`src/rtl/load_store_unit_if.sv`:
```
`default_nettype none
// ============================================================================
// Module   : load_store_unit_if
// Brief    : Data-memory request/response bundle between the LSU and memory.
// Revision : 1.0 - initial release
// ============================================================================
interface load_store_unit_if;
    logic        mem_req;
    logic        mem_we;
    logic [31:0] mem_addr;
    logic [31:0] mem_wdata;
    logic [3:0]  mem_be;
    logic        mem_ack;
    logic [31:0] mem_rdata;

    modport master (
        output mem_req, mem_we, mem_addr, mem_wdata, mem_be,
        input  mem_ack, mem_rdata
    );

    modport slave (
        input  mem_req, mem_we, mem_addr, mem_wdata, mem_be,
        output mem_ack, mem_rdata
    );
endinterface
`default_nettype wire

```
`src/rtl/load_store_unit.sv`:
```
`default_nettype none
// ============================================================================
// Module   : load_store_unit
// Brief    : Single-outstanding load/store unit with alignment check,
//            byte lanes, ack timeout and register-file writeback.
// Revision : 1.0 - initial release
// ============================================================================
module load_store_unit #(
    parameter int unsigned TIMEOUT = 255
) (
    input  wire logic        clk,
    input  wire logic        rst_n,
    input  wire logic        start,
    input  wire logic        is_load,
    input  wire logic        is_byte,
    input  wire logic [31:0] base,
    input  wire logic [11:0] offset,
    input  wire logic        up,
    input  wire logic [31:0] store_data,
    input  wire logic [3:0]  dest_reg,
    output logic             ready,
    load_store_unit_if.master mem,
    output logic             wb_en,
    output logic [3:0]       wb_reg,
    output logic [31:0]      wb_data,
    output logic             fault
);

    typedef enum logic [1:0] {
        S_IDLE      = 2'd0,
        S_ACCESS    = 2'd1,
        S_WRITEBACK = 2'd2
    } state_t;

    localparam logic [7:0] c_timeout_last = 8'(TIMEOUT - 1);

    state_t      r_state;
    state_t      w_next_state;
    logic [7:0]  r_count;
    logic        r_is_load;
    logic        r_is_byte;
    logic        r_fault;
    logic        r_we;
    logic [31:0] r_addr;
    logic [31:0] r_wdata;
    logic [3:0]  r_be;
    logic [3:0]  r_wb_reg;
    logic [31:0] r_wb_data;

    logic [31:0] w_addr;
    logic        w_misaligned;
    logic        w_accept;
    logic        w_expired;
    logic [7:0]  w_lane;
    logic [31:0] w_load_data;

    assign w_addr       = up ? (base + {20'd0, offset}) : (base - {20'd0, offset});
    assign w_misaligned = !is_byte && (w_addr[1:0] != 2'b00);
    assign w_accept     = (r_state == S_IDLE) && start;
    assign w_expired    = (r_count == c_timeout_last);

    // Little-endian lane select for byte loads, zero-extended.
    always_comb begin
        w_lane = mem.mem_rdata[7:0];
        case (r_addr[1:0])
            2'd0:    w_lane = mem.mem_rdata[7:0];
            2'd1:    w_lane = mem.mem_rdata[15:8];
            2'd2:    w_lane = mem.mem_rdata[23:16];
            default: w_lane = mem.mem_rdata[31:24];
        endcase
        w_load_data = r_is_byte ? {24'd0, w_lane} : mem.mem_rdata;
    end

    always_ff @(posedge clk or negedge rst_n) begin
        if (!rst_n) begin
            r_state <= S_IDLE;
        end else begin
            r_state <= w_next_state;
        end
    end

    always_comb begin
        w_next_state = r_state;
        case (r_state)
            S_IDLE: begin
                if (w_accept && !w_misaligned) begin
                    w_next_state = S_ACCESS;
                end
            end
            S_ACCESS: begin
                // An ack on the final counted cycle still wins over the timeout.
                if (mem.mem_ack) begin
                    w_next_state = r_is_load ? S_WRITEBACK : S_IDLE;
                end else if (w_expired) begin
                    w_next_state = S_IDLE;
                end
            end
            S_WRITEBACK: w_next_state = S_IDLE;
            default:     w_next_state = S_IDLE;
        endcase
    end

    always_ff @(posedge clk or negedge rst_n) begin
        if (!rst_n) begin
            r_count   <= 8'd0;
            r_is_load <= 1'b0;
            r_is_byte <= 1'b0;
            r_fault   <= 1'b0;
            r_we      <= 1'b0;
            r_addr    <= 32'd0;
            r_wdata   <= 32'd0;
            r_be      <= 4'd0;
            r_wb_reg  <= 4'd0;
            r_wb_data <= 32'd0;
        end else begin
            r_fault <= 1'b0;
            if (w_accept) begin
                r_fault <= w_misaligned;
                if (!w_misaligned) begin
                    r_count   <= 8'd0;
                    r_is_load <= is_load;
                    r_is_byte <= is_byte;
                    r_we      <= !is_load;
                    r_addr    <= w_addr;
                    r_wb_reg  <= dest_reg;
                    r_be      <= is_byte ? (4'b0001 << w_addr[1:0]) : 4'b1111;
                    r_wdata   <= is_byte ? {4{store_data[7:0]}} : store_data;
                end
            end
            if (r_state == S_ACCESS) begin
                if (mem.mem_ack) begin
                    r_wb_data <= w_load_data;
                end else if (w_expired) begin
                    r_fault <= 1'b1;
                end else begin
                    r_count <= r_count + 8'd1;
                end
            end
        end
    end

    assign ready         = (r_state == S_IDLE);
    assign mem.mem_req   = (r_state == S_ACCESS);
    assign mem.mem_we    = r_we;
    assign mem.mem_addr  = r_addr;
    assign mem.mem_wdata = r_wdata;
    assign mem.mem_be    = r_be;
    // The PC (r15) is never written through the load path.
    assign wb_en         = (r_state == S_WRITEBACK) && (r_wb_reg != 4'd15);
    assign wb_reg        = r_wb_reg;
    assign wb_data       = r_wb_data;
    assign fault         = r_fault;

endmodule
`default_nettype wire

```
`src/flat_wrapper.sv`:
```
// flat-port wrapper written by rule: the top's interface ports become plain ports
module load_store_unit_flat 
#(
    parameter int unsigned TIMEOUT = 255
)
  (clk, rst_n, start, is_load, is_byte, base, offset, up, store_data, dest_reg, ready, wb_en, wb_reg, wb_data, fault, mem_mem_req, mem_mem_we, mem_mem_addr, mem_mem_wdata, mem_mem_be, mem_mem_ack, mem_mem_rdata);
  load_store_unit_if mem_i ();
  input  wire logic clk;
  input  wire logic rst_n;
  input  wire logic start;
  input  wire logic is_load;
  input  wire logic is_byte;
  input  wire logic [31:0] base;
  input  wire logic [11:0] offset;
  input  wire logic up;
  input  wire logic [31:0] store_data;
  input  wire logic [3:0] dest_reg;
  output logic ready;
  output logic wb_en;
  output logic [3:0] wb_reg;
  output logic [31:0] wb_data;
  output logic fault;
  output wire logic [$bits(mem_i.mem_req)-1:0] mem_mem_req;
  output wire logic [$bits(mem_i.mem_we)-1:0] mem_mem_we;
  output wire logic [$bits(mem_i.mem_addr)-1:0] mem_mem_addr;
  output wire logic [$bits(mem_i.mem_wdata)-1:0] mem_mem_wdata;
  output wire logic [$bits(mem_i.mem_be)-1:0] mem_mem_be;
  input wire logic [$bits(mem_i.mem_ack)-1:0] mem_mem_ack;
  input wire logic [$bits(mem_i.mem_rdata)-1:0] mem_mem_rdata;
  assign mem_mem_req = mem_i.mem_req;
  assign mem_mem_we = mem_i.mem_we;
  assign mem_mem_addr = mem_i.mem_addr;
  assign mem_mem_wdata = mem_i.mem_wdata;
  assign mem_mem_be = mem_i.mem_be;
  assign mem_i.mem_ack = mem_mem_ack;
  assign mem_i.mem_rdata = mem_mem_rdata;
  load_store_unit #(.TIMEOUT(TIMEOUT)) u_core (.clk(clk), .rst_n(rst_n), .start(start), .is_load(is_load), .is_byte(is_byte), .base(base), .offset(offset), .up(up), .store_data(store_data), .dest_reg(dest_reg), .ready(ready), .mem(mem_i), .wb_en(wb_en), .wb_reg(wb_reg), .wb_data(wb_data), .fault(fault));
endmodule
```
`config.mk`:
```
export PLATFORM = sky130hd
export DESIGN_NAME = load_store_unit_flat
export DESIGN_NICKNAME = d
export VERILOG_FILES = /design/src/rtl/load_store_unit_if.sv /design/src/rtl/load_store_unit.sv /design/src/flat_wrapper.sv
export SDC_FILE = /design/constraint.sdc
export NUM_CORES = 1
export LEC_CHECK = 0
export ABC_AREA = 0
export CELL_PAD_IN_SITES_DETAIL_PLACEMENT = 0
export CELL_PAD_IN_SITES_GLOBAL_PLACEMENT = 1
export CORE_MARGIN = 2
export CORE_UTILIZATION = 37
export DETAILED_ROUTE_END_ITERATION = 8
export PLACE_DENSITY_LB_ADDON = 0.1
export SLEW_MARGIN = 0
export SYNTH_ARGS = -nofsm -noshare
export SYNTH_HDL_FRONTEND = slang
export SYNTH_SLANG_ARGS = --single-unit
```
`constraint.sdc`:
```
create_clock -name clk -period 3.01 [get_ports clk]
set_input_delay 0.4515 -clock clk [delete_from_list [all_inputs] [get_ports clk]]
set_output_delay 0.4515 -clock clk [all_outputs]
set_load 0.02 [all_outputs]
```
## Yosys cells after proc, flatten, opt, wreduce, memory -nomap -nowiden

Cells that the tools add are included.

- Input port bits: 119
- Bits in registers: 118
- Output and inout port bits: 109

- Bitwise operators: 1
- Add/sub/neg operators: 3
- Reduce and logical (&&, ||, !) cells: 13
- Multiplexer cells: 19
- Shifts and indexed selects: 1
- Equal/unequal tests: 8

Operators by type and width:

| cell | number |
|---|---|
| 32-bit 2-to-1 mux | 3 |
| 8-bit 2-to-1 mux | 5 |
| 32-bit by 12-bit adder with 32-bit output | 1 |
| 32-bit by 12-bit subtractor with 32-bit output | 1 |
| 8-bit one-hot mux with 3 select lines | 1 |
| 8-bit by 1-bit adder with 8-bit output (second input constant) | 1 |
| 8-bit equality test (second input constant) | 1 |
| 2-bit 2-to-1 mux | 4 |
| 2-bit AND reduction | 3 |
| 2-bit by 1-bit equality test with 1-bit output (second input constant) | 2 |
| 2-bit equality test (second input constant) | 2 |
| 1-bit logical AND | 4 |
| 2-bit zero test | 2 |
| 1-bit 2-to-1 mux | 4 |
| 4-bit 2-to-1 mux | 1 |
| 4-bit inequality test (second input constant) | 1 |
| 2-bit one-hot mux with 2 select lines | 1 |
| 1-bit by 2-bit << shifter with 4-bit output (first input constant) | 1 |
| 1-bit zero test | 3 |
| 3-bit by 1-bit inequality test with 1-bit output (second input constant) | 1 |
| 2-bit by 1-bit inequality test with 1-bit output (second input constant) | 1 |
| 2-bit nonzero test | 1 |
| 1-bit inverter | 1 |

## Depth between registers and ports, before layout

- Depth in word-level cells: 9
- Mapped depth: 14
- Gate-level depth less buffers: 14

## Least setup slack after synthesis

No wires, ideal clock.

- Path type: in2reg
- From: input offset[3]
- To: register u_core.r_addr[28] (netlist: u_core.mem.mem_addr[28])
- Stages: 14
- Slack: -0.495 ns
- Library setup time: 0.125 ns
- Arrival time: 3.380 ns
- Path buffers: 0
- Data required time: 2.885 ns
- Cells stage by stage: or3_1 nor3_1 nand2b_1 nor3_1 ha_1 mux2_2 ha_1 and2_1 and4_1 o21ai_1 and3_1 o311ai_1 xor2_1 mux2_2

- Longest elaborated chain between the ends: 2

RTL lines:

| element | RTL line | text |
|---|---|---|
| start, declared | flat_wrapper.sv:14 | `input wire logic [11:0] offset;` |
| 32-bit by 12-bit subtractor with 32-bit output / 32-bit by 12-bit adder with 32-bit output (equally long branches) | load_store_unit.sv:57 | `assign w_addr = up ? (base + {20'd0, offset}) : (base - {20'd0, offset});` |
| 32-bit 2-to-1 mux (*) | load_store_unit.sv:57 |  |
| end signal, assigned | load_store_unit.sv:124 | `r_addr <= w_addr;` |
| end, declared | load_store_unit.sv:44 | `logic [31:0] r_addr;` |

Every way passes the cells marked *; elsewhere a longest branch is shown, timed or not.
A chain may end at the register's enable or synchronous reset.

## Worst setup path after layout

- From: input offset[4]
- To: register u_core.r_addr[29] (netlist: u_core.mem.mem_addr[29])

The elaborated chain is that of the path after synthesis.

==> qor.txt <==
Insertion delay of the later-clocked pin in the worst-skew pair = 410 ps
Cell count after synthesis = 814
Netlist Area Pre-Place = 7040 µm²
Count of cell types in the netlist = 68
Most frequent standard cell in the layout excluding fill and tap cells = clkdlybuf4s50_1
Routed length per instance = 15.6 µm
Root buf cell = clkbuf_16
Worst Path Max Fanout = 5
Min cycle time layout = 3070 ps
Post-DP HPWL = 17500 µm
Result of the run = finished, violations left
Commonest cells after routing, fill and taps aside = 215 x clkdlybuf4s50_1, 194 x nand2_1, 157 x buf_4
Number of cells after detailed placement = 1388
Worst flop-to-flop path startpoint = u_core.mem.mem_addr[1]
Num CTS Buffers = 17
Iteration count of the initial detailed-routing pass = 4
Number of synthesized register bits = 118
RSZ-0062 raised after global routing = yes
Final setup skew = 7.87 ps
Crit share post-route = 1.02
Power per Cell Area = 752 nW/µm²
Count of flip-flops with a built-in enable after synthesis = 0
Post-route design area = 11700 µm²
Number of placed I/O pins = 228
Core region area = 18700 µm²
DIE WIDTH = 142 µm
Row cnt = 50
Gpl congestion = 0.845
Post-synthesis sequential area ratio = 0.420
Clk sink count = 118
Ratio of cells with drive above 1 in the final layout = 0.230
FILL cells = 1721
Number of max-cap violations = 0
Critical Path Start = offset[4]
H-tree lvl count = 4
Maximum clock frequency = 0.326 GHz
Hold Fails Final Rpt = 0
GRT Util Overall = 0.223
Arrival @ worst endpoint = 3360 ps
Vias/cell = 4.93
Final Non-Filler Cells = 1433
Die area = 20100 µm²
Asr flop ratio synth = 1.00
Initial standard-cell utilization of the core = 0.376
CP Data Required Time = 3310 ps
Clock tree from TritonCTS = yes
Number of buffers on the longest clock path = 2
Leakage = 5.36 nW
First-pass GRT wire length = 35400 µm
Via count of the first global-routing pass = 6784
Capturing element type of the critical path = flip-flop
Primary flip-flop cell chosen by synthesis mapping = dfrtp_1
Kind of start point of the critical path = primary input
Violation count after the first detailed-routing iteration = 350
Residual antenna-violating net count after detailed routing = 0
Net count reported at finish = 1342
Total of warnings raised by yosys = 0
Synthesized area divided by synthesized cell count = 8.64 µm²
Number of buffers inserted by port buffering = 227
Total via count after detailed routing = 7065
Antenna diode instance count = 0
Setup-failing EPs final = 5
Drt total wl = 22300 µm
Area growth from synthesis to final layout = 65.6%
Post-route setup TNS = -179 ps
HP Class = primary input to async pin
Measured slew at the worst slew-check pin = 702 ps
Worst slack, placed = -942 ps
Violated checks = setup timing
Area after DPL = 10700 µm²
Slew Viols, Final = 0
Clock-pin slew reported for the worst setup and hold paths after clock tree synthesis = 60 ps
Hold-fix buffers at CTS = 0
DR DRC count = 0
Largest net degree at the start of global routing = 53
Fin worst setup slack = -57.5 ps
Synthesized netlist net count = 969
Number of antenna violations at the first check in global routing = 0
Final global-route overflow total = 0
Worst vdd rail ir drop = 450 µV
Setup CP Type = primary input to flip-flop
Die height = 142 µm
Worst relative slew slack = 0.531
[worst max-delay path: stages]
cell	delay, ps
buf_6	90
or3_4	420
buf_4	160
nor4_4	180
buf_4	190
a21oi_1	60
ha_1	340
buf_4	160
and3_4	140
a311o_1	390
a32o_2	270
a31oi_4	140
mux2i_1	100
a211o_1	260
[timing repair]
action,in CTS,in global routing
pin swaps,37,29
endpoints found under the hold margin,0,0
setup endpoints to repair,22,23
buffers inserted,8,6
gates resized for setup,62,28
[through the flow]
stage	total power, mW	hold WS, ps	utilization
6_report	8.76	70.5	0.623
5_1_grt	9.32	127	0.623
4_1_cts	8.83	104	0.615
3_5_place_dp	6.79	462	0.570
3_3_place_gp	6.74	458	0.570
2_1_floorplan	4.60	156	-
[final timing paths]
| path | end | slack, ps | cells past startpoint |
|---|---|---|---|
| min in group clk | u_core.mem.mem_wdata[3] | 470 | 2 |
| worst max-delay path | u_core.mem.mem_addr[29] | -60 | 14 |
| worst min register to register | u_core.mem.mem_wdata[3] | 470 | 2 |
| worst min-delay path | u_core.wb_data[19] | 70 | 1 |
| worst max register to register | u_core.wb_data[1] | 1120 | 6 |
| max in group asynchronous | u_core.mem.mem_addr[28] | 2150 | 2 |
[power by group]
| part | switching [mW] | leakage (nW) | internal, mW | total, mW |
|---|---|---|---|---|
| clock | 0.699 | 0.272 | 1.25 | 1.95 |
| combinational | 2.13 | 3.59 | 2.02 | 4.15 |
| sequential | 0.449 | 1.49 | 2.22 | 2.67 |
[cell usage after synthesis, types with 4 or more instances]
cell type	count	area (µm²)
a31oi_1	5	31.3
a211oi_1	5	37.5
a21oi_1	41	205
xor2_1	26	228
o21a_1	5	37.5
and3_1	5	31.3
nand3_1	14	70.1
inv_1	16	60.1
ha_1	35	438
nand2b_1	5	31.3
clkbuf_1	29	109
o21ai_1	15	75.1
mux2_2	10	113
nor3_1	8	40.0
nor2_1	37	139
mux2i_1	28	280
a21o_1	9	67.6
buf_1	5	18.8
xnor2_1	11	96.3
dfrtp_1	118	2950
and4_1	4	35.0
and2_1	5	31.3
a22oi_1	7	52.6
nand2_1	197	739
o21ai_0	105	526
[per-layer routing]
layer  global-route usage  share of wire  routed length [µm]  up-vias
met5                    0              0                   0        -
met4               0.0516         0.0092                 205        0
met3               0.0351          0.045                1010       15
met2                0.385           0.49               10900      172
met1                0.295           0.46               10200     3276
li1                     -              -                   -     3602
[cells by family after synthesis]
group           Yosys count  synth area share
mux                      38            0.0558
fa+ha+maj                36            0.0651
xor+xnor                 37            0.0461
flops                   118             0.420
simple gates            299             0.187
buf+inv                  54            0.0293
compound gates          232             0.197
[cell type report]
class                           instances  area [µm²]  share of cell area
Clock buffer                           22         464              0.0398
Clock inverter                          9         103             0.00880
Inverter                               17        63.8             0.00548
Multi-Input combinational cell        642        4230               0.363
Sequential cell                       118        2950               0.253
Tap cell                              234         293              0.0251
Timing Repair Buffer                  391        3550               0.304
Note: power is estimated with default switching activity, not from simulation.
